### config.mk
export PLATFORM = sky130hd
export DESIGN_NAME = mem_access_unit
export DESIGN_NICKNAME = d
export VERILOG_FILES = /design/src/rtl/rv32i_types.sv /design/src/rtl/mem_align.sv /design/src/rtl/mem_access_unit.sv
export SDC_FILE = /design/constraint.sdc
export NUM_CORES = 1
export LEC_CHECK = 0
export BUFFER_PORTS_ARGS = -buffer_cell sky130_fd_sc_hd__buf_4
export CAP_MARGIN = 25
export CORE_MARGIN = 3
export CORE_UTILIZATION = 25
export DETAILED_ROUTE_END_ITERATION = 8
export MAX_ROUTING_LAYER = met4
export SLEW_MARGIN = 15
export SYNTH_ARGS = -nofsm -noshare
export SYNTH_HDL_FRONTEND = slang
export SYNTH_SLANG_ARGS = --single-unit
### constraint.sdc
create_clock -name clk -period 2.1 [get_ports clk]
set_input_delay 0.105 -clock clk [delete_from_list [all_inputs] [get_ports clk]]
set_output_delay 0.105 -clock clk [all_outputs]
set_load 0.01 [all_outputs]
### src/rtl/rv32i_types.sv
// Shared RV32I/RV64I load/store size codes and the memory access FSM state set.
package rv32i_types;

  typedef enum logic [2:0] {
    F3_B  = 3'b000,
    F3_H  = 3'b001,
    F3_W  = 3'b010,
    F3_D  = 3'b011,
    F3_BU = 3'b100,
    F3_HU = 3'b101,
    F3_WU = 3'b110
  } funct3_e;

  typedef enum logic [1:0] {
    IDLE,
    REQ,
    WAIT_RESP,
    ERR
  } mau_state_e;

  // log2 of the access size in bytes; the sign bit of funct3 does not affect size
  function automatic logic [1:0] access_size_log2(input logic [2:0] f3);
    return f3[1:0];
  endfunction

endpackage

### src/rtl/mem_align.sv
// Byte-lane alignment: stores shift data up onto the addressed lanes, loads shift
// the addressed lanes down to bit 0 and sign/zero-extend them according to funct3.
module mem_align import rv32i_types::*; #(
  parameter int DATA_W = 32
) (
  input  logic                          store,
  input  logic [2:0]                    funct3,
  input  logic [$clog2(DATA_W/8)-1:0]   offset,
  input  logic [DATA_W-1:0]             data,
  output logic [DATA_W-1:0]             result
);

  logic [DATA_W-1:0] lanes;

  // Keep the low `bits` bits and fill above them with the field's top bit or zeros.
  function automatic logic [DATA_W-1:0] extend(input logic [DATA_W-1:0] v,
                                               input int unsigned       bits,
                                               input logic              sgn);
    logic [DATA_W-1:0] mask;
    logic [DATA_W-1:0] msb;
    mask = ~({DATA_W{1'b1}} << bits);
    msb  = mask & ~(mask >> 1);
    if (sgn && ((v & msb) != '0)) return v | ~mask;
    return v & mask;
  endfunction

  always_comb begin
    // NOTE: every always_comb output is given a default first, so no path leaves it unassigned and infers a latch.
    lanes  = data >> {offset, 3'b000};
    result = lanes;
    if (store) begin
      result = data << {offset, 3'b000};
    end else begin
      case (funct3_e'(funct3))
        F3_B:    result = extend(lanes, 8, 1'b1);
        F3_BU:   result = extend(lanes, 8, 1'b0);
        F3_H:    result = extend(lanes, 16, 1'b1);
        F3_HU:   result = extend(lanes, 16, 1'b0);
        F3_W:    result = extend(lanes, 32, 1'b1);
        F3_WU:   result = extend(lanes, 32, 1'b0);
        default: result = lanes;
      endcase
    end
  end

endmodule

### src/rtl/mem_access_unit.sv
// EX/MEM pipeline latch plus load/store sequencer: one outstanding memory request,
// held stable until mem_resp, with misalignment detection and a response timeout.
module mem_access_unit import rv32i_types::*; #(
  parameter int DATA_W  = 32,
  parameter int NFWD    = 2,
  parameter int TIMEOUT = 255
) (
  input  logic                        clk,
  input  logic                        reset_n,
  input  logic                        load,
  input  logic                        flush,
  input  logic                        ex_valid,
  input  logic                        ex_read,
  input  logic                        ex_write,
  input  logic [DATA_W-1:0]           ex_addr,
  input  logic [DATA_W-1:0]           ex_wdata,
  input  logic [2:0]                  ex_funct3,
  input  logic [$clog2(NFWD+1)-1:0]   fwd_sel,
  input  logic [NFWD*DATA_W-1:0]      fwd_data,
  output logic                        mem_read,
  output logic                        mem_write,
  output logic [DATA_W-1:0]           mem_address,
  output logic [DATA_W-1:0]           mem_wdata,
  output logic [DATA_W/8-1:0]         mem_byte_enable,
  input  logic                        mem_resp,
  input  logic [DATA_W-1:0]           mem_rdata,
  output logic [DATA_W-1:0]           load_data,
  output logic                        done,
  output logic                        stall,
  output logic                        misaligned,
  output logic                        timeout
);

  localparam int NB = DATA_W / 8;
  localparam int OW = $clog2(NB);
  localparam int CW = $clog2(TIMEOUT + 1);
  localparam logic [CW-1:0] CNT_LAST = CW'(TIMEOUT - 1);

  mau_state_e        state;
  logic              lat_valid, lat_read, lat_write, flush_pend;
  logic [DATA_W-1:0] lat_addr, lat_wdata;
  logic [2:0]        lat_funct3, req_funct3;
  logic [CW-1:0]     wait_cnt;
  logic [OW-1:0]     lat_off;
  logic [1:0]        lat_size;
  logic [3:0]        lat_nbytes;
  logic [NB-1:0]     lat_be;
  logic              lat_misal, take, start, busy;
  logic [DATA_W-1:0] st_src, st_lanes, ld_value;

  assign lat_off = lat_addr[OW-1:0];

  always_comb begin
    st_src = lat_wdata;
    for (int k = 0; k < NFWD; k++)
      if (int'(fwd_sel) == k + 1) st_src = fwd_data[k*DATA_W +: DATA_W];
    lat_size = access_size_log2(lat_funct3);
    if (DATA_W == 32 && lat_size == 2'd3) lat_size = 2'd2;
    lat_nbytes = 4'd1 << lat_size;
    lat_misal  = (lat_off & OW'(lat_nbytes - 4'd1)) != '0;
    lat_be     = NB'(((16'd1 << lat_nbytes) - 16'd1) << lat_off);
  end

  assign take       = (state == IDLE) && lat_valid && (lat_read || lat_write);
  assign start      = take && !lat_misal;
  assign busy       = (state == REQ) || (state == WAIT_RESP);
  assign stall      = busy && !mem_resp;
  assign misaligned = take && lat_misal;
  assign timeout    = (state == ERR);
  assign done       = (busy && mem_resp) || misaligned || timeout;

  mem_align #(.DATA_W(DATA_W)) u_store_align (
    .store  (1'b1),
    .funct3 (lat_funct3),
    .offset (lat_off),
    .data   (st_src),
    .result (st_lanes)
  );

  mem_align #(.DATA_W(DATA_W)) u_load_align (
    .store  (1'b0),
    .funct3 (req_funct3),
    .offset (mem_address[OW-1:0]),
    .data   (mem_rdata),
    .result (ld_value)
  );

  // NOTE: state is written with non-blocking assignments only, and the async reset branch clears every register.
  always_ff @(posedge clk or negedge reset_n) begin
    if (!reset_n) begin
      lat_valid  <= 1'b0;
      lat_read   <= 1'b0;
      lat_write  <= 1'b0;
      lat_addr   <= '0;
      lat_wdata  <= '0;
      lat_funct3 <= '0;
      flush_pend <= 1'b0;
    end else begin
      // An instruction is consumed once the sequencer picks it up, so it never reissues.
      if (take) lat_valid <= 1'b0;
      if (stall) begin
        if (flush) flush_pend <= 1'b1;
      end else if (flush_pend || (load && flush)) begin
        lat_valid  <= 1'b0;
        flush_pend <= 1'b0;
      end else if (load) begin
        lat_valid  <= ex_valid;
        lat_read   <= ex_read;
        lat_write  <= ex_write;
        lat_addr   <= ex_addr;
        lat_wdata  <= ex_wdata;
        lat_funct3 <= ex_funct3;
      end
    end
  end

  always_ff @(posedge clk or negedge reset_n) begin
    if (!reset_n) begin
      state           <= IDLE;
      wait_cnt        <= '0;
      mem_read        <= 1'b0;
      mem_write       <= 1'b0;
      mem_address     <= '0;
      mem_wdata       <= '0;
      mem_byte_enable <= '0;
      req_funct3      <= '0;
      load_data       <= '0;
    end else begin
      unique case (state)
        IDLE: if (start) begin
          state           <= REQ;
          wait_cnt        <= '0;
          mem_read        <= lat_read;
          mem_write       <= lat_write;
          mem_address     <= lat_addr;
          mem_wdata       <= st_lanes;
          mem_byte_enable <= lat_be;
          req_funct3      <= lat_funct3;
        end
        REQ, WAIT_RESP: begin
          if (mem_resp) begin
            state     <= IDLE;
            mem_read  <= 1'b0;
            mem_write <= 1'b0;
            if (mem_read) load_data <= ld_value;
          end else if (wait_cnt == CNT_LAST) begin
            state     <= ERR;
            mem_read  <= 1'b0;
            mem_write <= 1'b0;
          end else begin
            state    <= WAIT_RESP;
            wait_cnt <= wait_cnt + CW'(1);
          end
        end
        ERR: state <= IDLE;
      endcase
    end
  end

endmodule

After elaboration in Yosys (flattened, before gate mapping):

Index checks and enable logic that the tools add are counted.

* register bits: 186
* output and inout bits: 106
* word-level logic and storage cells: 106

* $add $sub $neg: 3
* eq/ne operators: 16
* shift operators: 5
* multiplexer cells: 37
* bitwise gates (word level): 3
* reduce and logical (&&, ||, !) cells: 26

Operators with widths (count)
* 2-to-1 mux 32 bit: 8
* case mux 32 bit (5 select lines): 1
* left shift 32 x 5 -> 32 bit: 1
* >> shifter 32 x 5 -> 32 bit: 1
* 2-to-1 mux 8 bit: 3
* 2-to-1 mux 1 bit: 18
* case mux 8 bit (2 select lines): 1
* left shift 1 x 4 -> 16 bit, first input constant: 1
* left shift 16 x 2 -> 4 bit: 1
* subtractor 16 x 1 -> 16 bit, second input constant: 1
* equality test 2 bit, second input constant: 5
* AND reduction 3 bit: 3
* adder 8 x 1 -> 8 bit, second input constant: 1
* equality test 8 bit, second input constant: 1
* != test 2 bit, second input constant: 4
* logical AND 1 bit: 7
* equality test 3 bit, second input constant: 2
* 2-to-1 mux 2 bit: 3
* case mux 2 bit (3 select lines): 1
* nonzero test 2 bit: 3
* logical OR 1 bit: 5
* case mux 1 bit (2 select lines): 2
* AND reduction 2 bit: 2
* AND reduction 4 bit: 1
* 12 further kinds: 14

Longest topological paths before layout:

* depth in word-level cells: 10
* mapped depth: 9

Cells and area by module:

A second synthesis with hierarchy kept.

* cells, all modules: 932
* area total of the unflattened synthesis: 10392.5 um^2

By module, submodules not included
* mem_access_unit: times used 1, cells each 582, area an instance 7825.0 um^2
* mem_align: times used 2, cells each 175, area an instance 1283.7 um^2

Worst setup path after synthesis:

Ideal clock, no wire load.

* path type: register to register
* start point: register state[0]
* end point: register lat_addr[16]
* library setup time: 0.128 ns
* arrival time: 1.849 ns
* path slack: 0.123 ns
* stages on the path, launching flop included: 10
* buffers on the path: 4
* period minus slack after synthesis: 1.977 ns
* path through: dfrtp_1 -> inv_1 -> ha_1 -> clkbuf_1 -> nand2b_1 -> buf_2 -> nand3_2 -> buf_4 -> buf_4 -> mux2_1

* longest elaborated chain between the ends: 5

RTL lines
* from (decl): line mem_access_unit.sv:39 `mau_state_e state;`
* from (signal assigned): line mem_access_unit.sv:119 `state <= IDLE;`
* from (signal assigned): line mem_access_unit.sv:131 `state <= REQ;`
* from (signal assigned): line mem_access_unit.sv:142 `state <= IDLE;`
* equality test 2 x 1 -> 1 bit or equality test 2 bit (tied branches): line mem_access_unit.sv:66 `assign busy = (state == REQ) || (state == WAIT_RESP);`
* logical OR 1 bit *: line mem_access_unit.sv:66
* logical AND 1 bit *: line mem_access_unit.sv:67 `assign stall = busy && !mem_resp;`
* inverter 1 bit (no line) *
* AND reduction 3 bit (no line) *
* to (signal assigned): line mem_access_unit.sv:110 `lat_addr <= ex_addr;`
* to (decl): line mem_access_unit.sv:41 `logic [DATA_W-1:0] lat_addr, lat_wdata;`

Mark *: on every way between the ends. The rest lies on a longest branch, timed or not.
A chain may end at the register's enable or synchronous reset.

Worst setup path in the final report:

* start point: register state[0]
* end point: output done

* longest elaborated chain between the ends: 6

RTL lines
* logical NOT 2 bit: line mem_access_unit.sv:64 `assign take = (state == IDLE) && lat_valid && (lat_read || lat_write);`
* logical AND 1 bit (2 in a row): line mem_access_unit.sv:64
* logical AND 1 bit: line mem_access_unit.sv:68 `assign misaligned = take && lat_misal;`
* logical OR 1 bit: line mem_access_unit.sv:70 `assign done = (busy && mem_resp) || misaligned || timeout;`
* logical OR 1 bit *: line mem_access_unit.sv:70
* to (decl): line mem_access_unit.sv:28 `output logic done,`

Marks and branches as above.

==> results.py <==
metrics = {
    "routing": {
        "drtAntennaViolNets": 0,
        "dr.pass1.iters": 5,
        "drt-initial-drc-count": 390,
        "vias": 7894,
        "vias_per_cell": 4.58,
        "wire_per_inst_um": 17.7,
        "drc": 0,
        "routed_wirelength_um": 30500,
    },
    "setup_path": {
        "cp.arrival_ns": 1.86,
        "startpoint_type": "flip-flop",
        "end_kind": "output pin",
        "worst-setup-path-type": "reg -> out",
        "worstPathRequired_ns": 2.00,
        "crit_fanout": 9,
        "reg2reg_depth": 6,
    },
    "pwr": {
        "power.switching_mw": 6.76,
        "power_frac_clock_pct": 19.1,
        "swShare_pct": 38.2,
        "peakVddDrop_mv": 0.638,
        "combPwrFrac_pct": 44.0,
        "internal_power_mw": 11.0,
        "p_leak_nw": 6.35,
        "p_per_area_mw_per_mm2": 1310,
        "pwr-share-seq_pct": 36.8,
    },
    "sta": {
        "finClkSkew_ns": 0.0135,
        "fin_crit_ns": 1.97,
        "hold_viol_final": 0,
        "setup_viol": 0,
        "max_freq_mhz": 508,
        "post-route-period-util_pct": 93.7,
        "slew_viol_final": 0,
        "grt_setup_unrepaired": "no",
        "worstMarginPinSlew_ns": 0.645,
        "tns_ns": 0,
        "slew_headroom_pct": 56.8,
    },
    "cts": {
        "htreeDepth": 4,
        "clock_sinks": 186,
        "clock_path_buffers": 2,
        "cts.clk_slew.worst_paths_ns": 0.08,
        "cts-root-buf": "clkbuf_16",
        "cts_made_buffers": 17,
        "cts_tree": "built",
        "clock_latency_ns": 0.45,
    },
    "grt": {
        "grt_max_degree": 62,
        "antenna_found_initial": 0,
        "grt_first_pass_wirelength_um": 47500,
        "grt.total_usage_pct": 15.5,
        "grt_pass1_vias": 8204,
        "overflow": 0,
    },
    "flow_run": {
        "max_cap_violations": 0,
    },
    "floorplan": {
        "rows": 70,
        "start_util_pct": 25.6,
        "coreArea_mm2": 0.0369,
        "ios": 279,
        "die_y_um": 200,
        "die_w_um": 200,
        "dieArea_mm2": 0.0401,
    },
    "place": {
        "dp_cells": 1612,
        "port_buffers": 278,
        "dp_hpwl_um": 22200,
        "routabilityCongestion": 0.834,
    },
    "cells_and_area": {
        "fin_nets": 1383,
        "multi_input_area_mm2": 0.00444,
        "fin_cells": 1723,
        "antenna_cells": 0,
        "drive_above_1_share_pct": 30.8,
        "nFillCells": 3660,
        "syn_to_final_growth_pct": 43.8,
        "regArea_mm2": 0.00465,
    },
    "yosys": {
        "async_flop_share_pct": 100,
        "synth.avg_cell_area_um2": 11.0,
        "synth_cells": 860,
        "synth_top_cell_area_share_pct": 49.4,
        "ys_top_cells_by_count": "dfrtp_1 (186), nand2_1 (146), mux2i_1 (109)",
        "netlist_area_mm2": 0.00943,
        "synth_most_common_cell": "dfrtp_1",
        "synthDistinctLibCells": 61,
        "yosys_warnings": 0,
        "synth_top_area_cell": "dfrtp_1",
        "ys_ff_latch": 186,
        "syn-num-nets": 1037,
        "ys.flop_type": "dfrtp_1",
        "seq_area_frac_synth_pct": 49.4,
        "synth_edf_count": 0,
        "synth_area_leaders": "dfrtp_1 (49%), mux2i_1 (12%), mux2_1 (8.4%)",
    },
    "outcome": {
        "status": "completed",
    },
    "hold_path": {
        "hold_path_depth": 4,
        "hp-class": "in -> reg",
    },
}
-- cell usage in the layout (no fill, tap or decap), types with 13 or more instances in the layout --
master / instances
a21oi_1: 39
dlygate4sd3_1: 78
mux2_1: 70
and2_1: 16
nand2_1: 146
nor2_1: 47
buf_4: 300
mux2i_1: 109
dfrtp_1: 186
clkbuf_16: 17
o22a_1: 17
o21ai_1: 13
-- power groups by stage --
stage	Sequential [mW]	Combinational, mW	Clock, mW
finish	6.53	7.80	3.39
global route	6.78	8.57	3.63
CTS	6.54	7.90	3.52
detailed placement	6.60	7.76	0
global placement	6.54	7.64	0
floorplan	6.66	4.05	0
-- final cells by class --
cell class	count	share of cell area [%]
multi-input cells	605	32.7
clock buffers	20	3.37
repair buffers	387	23.6
well taps	504	4.65
inverters	9	0.249
clock inverters	12	1.01
flip-flops and latches	186	34.3
-- stage by stage --
step                      hold slack (ns)  power [mW]  cell area (um2)  worst slack (ns)  utilization (%)
after floorplan                    -0.191        10.7             9430             0.123                -
after global placement              0.140        14.2            12200             0.253             33.0
after detailed placement            0.141        14.4            12200             0.216             33.0
after CTS                         0.00863        18.0            13600            0.0761             36.8
after global routing               0.0253        19.0            13600            0.0251             36.8
final                              0.0364        17.7            13600             0.133             36.8
-- worst max-delay path, cell delays in order (launching register included) --
cell     delay, ns
dfrtp_1       0.36
inv_1         0.06
ha_1          0.38
buf_4         0.21
a211o_1       0.26
buf_4         0.15
-- state kept, by name (all words and copies together) (netlist names) --
| name | count |
|---|---|
| lat_funct3 | 3 |
| lat_wdata | 32 |
| mem_read | 1 |
| req_funct3 | 3 |
| state | 2 |
| load_data | 32 |
| flush_pend | 1 |
| wait_cnt | 8 |
| lat_read | 1 |
| mem_write | 1 |
| lat_write | 1 |
| lat_addr | 32 |
| lat_valid | 1 |
| mem_wdata | 32 |
| mem_address | 32 |
| mem_byte_enable | 4 |
-- timing repair --
| item | in CTS | in global routing |
|---|---|---|
| endpoints found under the hold margin | 134 | 0 |
| setup endpoints to repair | 2 | 1 |
| resized for setup | 1 | 1 |
| pin swaps | 1 | 0 |
| hold buffers | 78 | 0 |
| setup buffers | 1 | 0 |
-- logic make-up (layout without fill, tap and decap cells) --
group	Yosys count	after routing	synth area share, %
DFF	186	186	49.4
buffers and inverters	69	428	3.84
AOI/OAI and AO/OA	151	151	11.3
and+or+nand+nor	254	254	11.9
muxes	196	196	23.0
adders and majority gates	4	4	0.531
-- layer usage --
metal	vias to the layer above	GRT usage (%)	share of wire (%)
met2	219	25.6	49
met4	0	3.69	1.4
li1	3752	-	-
met3	26	4.14	6.0
met1	3897	19.0	43
met5	-	-	0
-- path summary, 6_finish.rpt --
kind                               from             to  slack (ns)
setup / recovery               state[0]           done        0.13
hold / removal             mem_rdata[5]   load_data[5]        0.04
setup reg to reg               state[0]    wait_cnt[7]        0.17
hold reg to reg              flush_pend      lat_valid        0.45
max in group asynchronous       reset_n  mem_wdata[25]        1.15
min in group asynchronous       reset_n   load_data[6]        0.22
No activity file was read; power rests on OpenSTA's default activity.
